`config.mk`:
```
export PLATFORM = sky130hd
export DESIGN_NAME = arb_sel_mux
export DESIGN_NICKNAME = d
export VERILOG_FILES = /design/src/rtl/mux_pkg.sv /design/src/rtl/rr_arbiter.sv /design/src/rtl/arb_sel_mux.sv
export SDC_FILE = /design/constraint.sdc
export NUM_CORES = 1
export LEC_CHECK = 0
export ABC_AREA = 1
export BUFFER_PORTS_ARGS = -buffer_cell sky130_fd_sc_hd__buf_2
export CAP_MARGIN = 30
export CORE_MARGIN = 1.5
export CORE_UTILIZATION = 43
export DETAILED_ROUTE_END_ITERATION = 10
export GPL_TIMING_DRIVEN = 1
export PLACE_DENSITY = 0.82
export SYNTH_ARGS = -nofsm -noshare
export SYNTH_HDL_FRONTEND = slang
export SYNTH_SLANG_ARGS = --single-unit
```
`constraint.sdc`:
```
create_clock -name clk -period 1.35 [get_ports clk]
set_input_delay 0.2025 -clock clk [delete_from_list [all_inputs] [get_ports clk]]
set_output_delay 0.2025 -clock clk [all_outputs]
set_load 0.02 [all_outputs]
```
`src/rtl/mux_pkg.sv`:
```
// Shared constants for the arb_sel_mux codebase slice.
// Holds the encoding of the mode input.
package mux_pkg;

    localparam logic MODE_FIXED = 1'b0;
    localparam logic MODE_RR    = 1'b1;

endpackage : mux_pkg

```
`src/rtl/rr_arbiter.sv`:
```
// Round-robin search over NUM_IN valid bits starting at ptr, wrapping at
// NUM_IN-1 -> 0. Produces a one-hot grant, the granted index and an any flag.
// Used by arb_sel_mux only when ARB_SEL_MUX_RR_EN is defined.
module rr_arbiter #(
    parameter int unsigned NUM_IN = 4,
    parameter int unsigned SEL_W  = 2
) (
    input  logic [NUM_IN-1:0] valid,
    input  logic [SEL_W-1:0]  ptr,
    output logic [NUM_IN-1:0] grant,
    output logic [SEL_W-1:0]  grant_idx,
    output logic              grant_any
);

    // First valid channel at or above ptr, modulo NUM_IN.
    always_comb begin
        int unsigned cand;
        grant     = '0;
        grant_idx = '0;
        grant_any = 1'b0;
        cand      = 0;
        for (int unsigned off = 0; off < NUM_IN; off++) begin
            cand = (32'(ptr) + off) % NUM_IN;
            if (!grant_any && valid[cand]) begin
                grant[cand] = 1'b1;
                grant_idx   = SEL_W'(cand);
                grant_any   = 1'b1;
            end
        end
    end

endmodule : rr_arbiter

```
`src/rtl/arb_sel_mux.sv`:
```
// Channel selector with registered valid/ready output stage.
// Fixed mode grants channel sel; round-robin mode (only when the macro
// ARB_SEL_MUX_RR_EN is defined) rotates a search pointer after each transfer.
// Without ARB_SEL_MUX_RR_EN the mode input is ignored and no pointer exists.
module arb_sel_mux
    import mux_pkg::*;
#(
    parameter int unsigned WIDTH  = 32,
    parameter int unsigned NUM_IN = 4,
    parameter int unsigned SEL_W  = $clog2(NUM_IN)
) (
    input  logic                    clk,
    input  logic                    rst,
    input  logic [NUM_IN*WIDTH-1:0] in_data,
    input  logic [NUM_IN-1:0]       in_valid,
    output logic [NUM_IN-1:0]       in_ready,
    input  logic                    mode,
    input  logic [SEL_W-1:0]        sel,
    output logic [WIDTH-1:0]        out_data,
    output logic [SEL_W-1:0]        out_src,
    output logic                    out_valid,
    input  logic                    out_ready
);

    logic [NUM_IN-1:0] fix_grant;
    logic [SEL_W-1:0]  fix_idx;
    logic              fix_any;

    logic [NUM_IN-1:0] grant_vec;
    logic [SEL_W-1:0]  grant_idx;
    logic              grant_any;

    logic              can_load;
    logic              xfer;

    logic [WIDTH-1:0]  out_data_q, out_data_d;
    logic [SEL_W-1:0]  out_src_q, out_src_d;
    logic              out_valid_q, out_valid_d;

    // Fixed select: sel values with no matching channel never grant.
    always_comb begin
        fix_grant = '0;
        fix_idx   = '0;
        fix_any   = 1'b0;
        for (int unsigned i = 0; i < NUM_IN; i++) begin
            if (sel == SEL_W'(i) && in_valid[i]) begin
                fix_grant[i] = 1'b1;
                fix_idx      = SEL_W'(i);
                fix_any      = 1'b1;
            end
        end
    end

`ifdef ARB_SEL_MUX_RR_EN
    logic [SEL_W-1:0]  ptr_q, ptr_d;
    logic [NUM_IN-1:0] rr_grant;
    logic [SEL_W-1:0]  rr_idx;
    logic              rr_any;
    logic              use_rr;

    rr_arbiter #(
        .NUM_IN (NUM_IN),
        .SEL_W  (SEL_W)
    ) u_rr (
        .valid     (in_valid),
        .ptr       (ptr_q),
        .grant     (rr_grant),
        .grant_idx (rr_idx),
        .grant_any (rr_any)
    );

    assign use_rr = (mode == MODE_RR);

    // Pick the active arbitration source.
    always_comb begin
        if (use_rr) begin
            grant_vec = rr_grant;
            grant_idx = rr_idx;
            grant_any = rr_any;
        end else begin
            grant_vec = fix_grant;
            grant_idx = fix_idx;
            grant_any = fix_any;
        end
    end

    // Pointer moves past the winner only on a round-robin transfer.
    always_comb begin
        ptr_d = ptr_q;
        if (xfer && use_rr) begin
            ptr_d = (grant_idx == SEL_W'(NUM_IN - 1)) ? '0 : grant_idx + 1'b1;
        end
    end

    // Pointer register.
    always_ff @(posedge clk) begin
        if (rst) ptr_q <= '0;
        else     ptr_q <= ptr_d;
    end
`else
    logic unused_mode;
    assign unused_mode = mode;

    // Fixed select is the only arbitration source.
    always_comb begin
        grant_vec = fix_grant;
        grant_idx = fix_idx;
        grant_any = fix_any;
    end
`endif

    // Handshake and next output state; a transfer overrides the drain.
    always_comb begin
        can_load    = !out_valid_q || out_ready;
        xfer        = grant_any && can_load && !rst;
        in_ready    = xfer ? grant_vec : '0;
        out_data_d  = out_data_q;
        out_src_d   = out_src_q;
        out_valid_d = out_valid_q;
        if (xfer) begin
            out_data_d  = in_data[grant_idx*WIDTH +: WIDTH];
            out_src_d   = grant_idx;
            out_valid_d = 1'b1;
        end else if (out_ready) begin
            out_valid_d = 1'b0;
        end
    end

    // Output register stage.
    always_ff @(posedge clk) begin
        if (rst) begin
            out_data_q  <= '0;
            out_src_q   <= '0;
            out_valid_q <= 1'b0;
        end else begin
            out_data_q  <= out_data_d;
            out_src_q   <= out_src_d;
            out_valid_q <= out_valid_d;
        end
    end

    assign out_data  = out_data_q;
    assign out_src   = out_src_q;
    assign out_valid = out_valid_q;

endmodule : arb_sel_mux

```
==> results <==
- The number of enable flip-flop cells after synthesis is 0.
- The signal arrival time at the worst endpoint is 1.30 ns.
- Combinational logic burns 34.9% of the power.
- In this run, the number of DRC markers left after iteration 0 of detailed routing was 111.
- The standard cell area after detailed placement is 3672 um^2.
- The worst path in the final design needs a cycle of 1.500 ns, including I/O delays and setup.
- The worst setup path is captured at an output port.
- In the synthesized netlist the async set-or-reset flop fraction comes to 0%.
- The total overflow reported by the global router is 0.
- The final design area excluding fillers is 3887 um^2.
- The level count of the clock H-tree is 2.
- The effective utilization at floorplan is 44.72%.
- Once routing completed, OpenROAD measured the worst setup slack at -0.1499 ns.
- The first global-routing pass estimated 13,280 um of wire.
- The ratio of cells with drive above 1 in the final layout is 32.28%.
- The internal power contribution is 2.224 mW.
- In this run, synthesis produced a sequential element count of 35.
- After synthesis, the most frequently instantiated cells are sky130_fd_sc_hd__nand2_1, sky130_fd_sc_hd__nor2_1, sky130_fd_sc_hd__nand3_1, sky130_fd_sc_hd__inv_1, sky130_fd_sc_hd__dfxtp_1.
- Synthesis instantiated 13 different standard cells from the library.
- The most frequently used flop master after synthesis is sky130_fd_sc_hd__dfxtp_1.
- The routed wire length is 8509 um.
- After synthesis the cells add up to 2648 um^2.
- The required time of the worst setup path is 1.15 ns.
- The sequential element share of the synthesized area is 26.47%.
- Sorting the synthesized cells by area gives the leading types as sky130_fd_sc_hd__nand2_1, sky130_fd_sc_hd__dfxtp_1, sky130_fd_sc_hd__nand3_1.
- The total track usage is 25.52%.
- The number of primary I/O pins is 177.
- The die footprint is 6637 um^2.
- The run finished, with violations left.
- Routability-driven placement finished with a final weighted congestion of 0.8336.
- The routed length per instance is 11.07 um.
- The floorplan die height is 81.47 um.
- Entering global routing, the biggest net connects 66 pins.
- The most frequent cell after synthesis is sky130_fd_sc_hd__nand2_1.
- The Yosys step of the flow raised 0 warnings.
- After clock tree synthesis, the flow added hold-fix buffers numbering 0.
- The number of nets handed over by synthesis was 653.
- In the synthesized netlist, the number of instances is 515.
- The initial antenna violation count is 0.
- The relative slew slack is 81.93%.
- The accumulated negative setup slack is -0.3810 ns.
- The core region is 5921 um^2.
- The tightest hold margin is 0.2276 ns.
- The count of final max-slew check failures is 0.
- The clock transition time at the flip-flop clock pins of the worst setup and hold paths is 0.07 ns.
- Along the worst path, the maximum fanout reaches 5.
- The detailed router placed 3,679 vias in this run.
- The type of origin of the critical path is a flip-flop.
- The category of the most critical setup path is flip-flop to output port.
- The area share of the largest cell type after synthesis is 37.43%.
- The switching fraction of total power is 33.04%.
- In the final design database the tool counted 831 nets.
- After filler insertion, the fill cell instance count of the layout stands at 560.
- Dividing the final minimum period by the clock period gives 111.1%.
- The clock network accounts for 29.1% of the total power.
- The analysis attributes to cell leakage a power of 2.460 nW.
- Clock tree synthesis found a total of 35 sinks.
- The average instance in the mapped netlist occupies 5.141 um^2.
- The worst slack at placement is -0.05997 ns.
- The pre-antenna-repair detailed-routing pass consisted of 4 iterations.
- The biggest area contributor in the post-synthesis netlist is sky130_fd_sc_hd__nand2_1.
- The proportion of power drawn by flip-flops and latches is 36.0%.
- The via count of the first global-routing pass is 3,274.
- The worst hold path belongs to the class primary input to flip-flop.
- The CTS tree is built.
- The checks that failed: negative setup slack.
- In this run the core area contains 28 standard-cell rows.
- Setup repair after global routing could not meet its margin everywhere.
- Max-cap violations in this run came to 0.
- For the pin with the worst max-slew slack, the measured transition is 0.2710 ns.
- The number of antenna diodes in the final layout is 0.
- The worst-case IR drop observed on VDD is 0.6057 mV.
- Setup violations remaining at the end of the flow were counted as 4.
- The die width is 81.47 um.
- In this run the power density over the cells is 854.6 nW/um^2.
- The count of buffers inserted at the top-level ports is 175.
- Based on the critical path, the design can be clocked at up to 666.7 MHz.
- The detailed placement HPWL is 6349 um.
- The area growth from synthesis to layout is 46.83%.
- For this run, design rule violations remaining after detail routing come to 0.
- The clock arrives with 0.003884 ns of skew.
- The switching power is 1.098 mW.
- The buffer cell driving the clock tree root is sky130_fd_sc_hd__clkbuf_8.
- The total clock buffers created by CTS is 5.
- The number of endpoints with negative hold slack in the final report was 0.
- After detailed routing, the number of vias per cell comes to 4.784.
- The maximum count of clock buffers along a single path is 2.
- The source-to-sink clock delay at the later pin of the worst-skew pair is 0.28 ns.
- The detail route stage leaves a number of antenna-violating nets equal to 0.
placed cells by master, fill, tap and decap left out, drive strengths merged:
cell and count:
nand3 68, o21ai 1, clkinv 1, clkbuf 6, or2 1, buf 203
nand2 264, a21oi 2, bufinv 1, nor2 72, dfxtp 35, nand4 1
inv 39
area by class of cell:
type	count	area, um^2	area share, %
multi-input combinational	409	1688	43.42
timing repair buffer	203	1140	29.32
sequential	35	701.9	18.06
inverter	39	146.4	3.766
tap	75	93.84	2.414
clock buffer	6	82.58	2.124
clock inverter	2	35.03	0.9012
worst paths after layout:
kind	slack [ns]	end	cells after the start	from
setup / recovery	-0.15	in_ready[3]	7	out_valid
hold / removal	0.23	out_valid	3	rst
setup reg to reg	0.06	out_src[1]	9	out_valid
hold reg to reg	0.47	out_data[18]	2	out_data[18]
cell families after synthesis:
family | share of synthesized area, %
buf+inv | 11.63
simple gates | 61.34
flops | 26.46
compound gates | 0.5669
state kept, by name (all words and copies together), names as in the netlist:
| name | count |
|---|---|
| out_src | 2 |
| out_data | 32 |
| out_valid | 1 |
metrics by stage:
step | std cells | utilization [%] | power [mW]
6_report | 769 | 65.66 | 3.322
5_1_grt | 769 | 65.66 | 3.532
4_1_cts | 767 | 65.09 | 3.336
3_5_place_dp | 756 | 62.02 | 2.340
3_3_place_gp | 756 | 62.02 | 2.314
2_1_floorplan | 515 | - | 1.884
critical path, cell delays in order (launching register included):
cell and delay (ns):
sky130_fd_sc_hd__dfxtp_2 0.33, sky130_fd_sc_hd__inv_2 0.06, sky130_fd_sc_hd__nor2_4 0.05, sky130_fd_sc_hd__nor2_4 0.10, sky130_fd_sc_hd__o21ai_4 0.09, sky130_fd_sc_hd__or2_1 0.23
sky130_fd_sc_hd__inv_2 0.06, sky130_fd_sc_hd__buf_6 0.10
power by group through the flow:
stage / Combinational [mW] / Clock [mW] / Sequential (mW)
final: 1.16 / 0.967 / 1.19
after global routing: 1.30 / 1.02 / 1.20
after CTS: 1.15 / 0.995 / 1.20
after detailed placement: 1.12 / 0 / 1.22
after global placement: 1.10 / 0 / 1.21
after floorplan: 0.540 / 0 / 1.34
timing repair:
action	4_1_cts	5_1_grt
pin swaps	3	3
gates resized for setup	14	5
setup buffers	3	2
setup endpoints to repair	4	23
layer usage:
layer,up-vias,part of all wire [%],track usage (%)
li1,1906,-,-
met1,1579,39,25.25
met2,169,50,50.17
met3,25,8.4,6.000
met4,0,2.6,10.34
met5,-,0,0
Note: power is estimated with default switching activity, not from simulation.
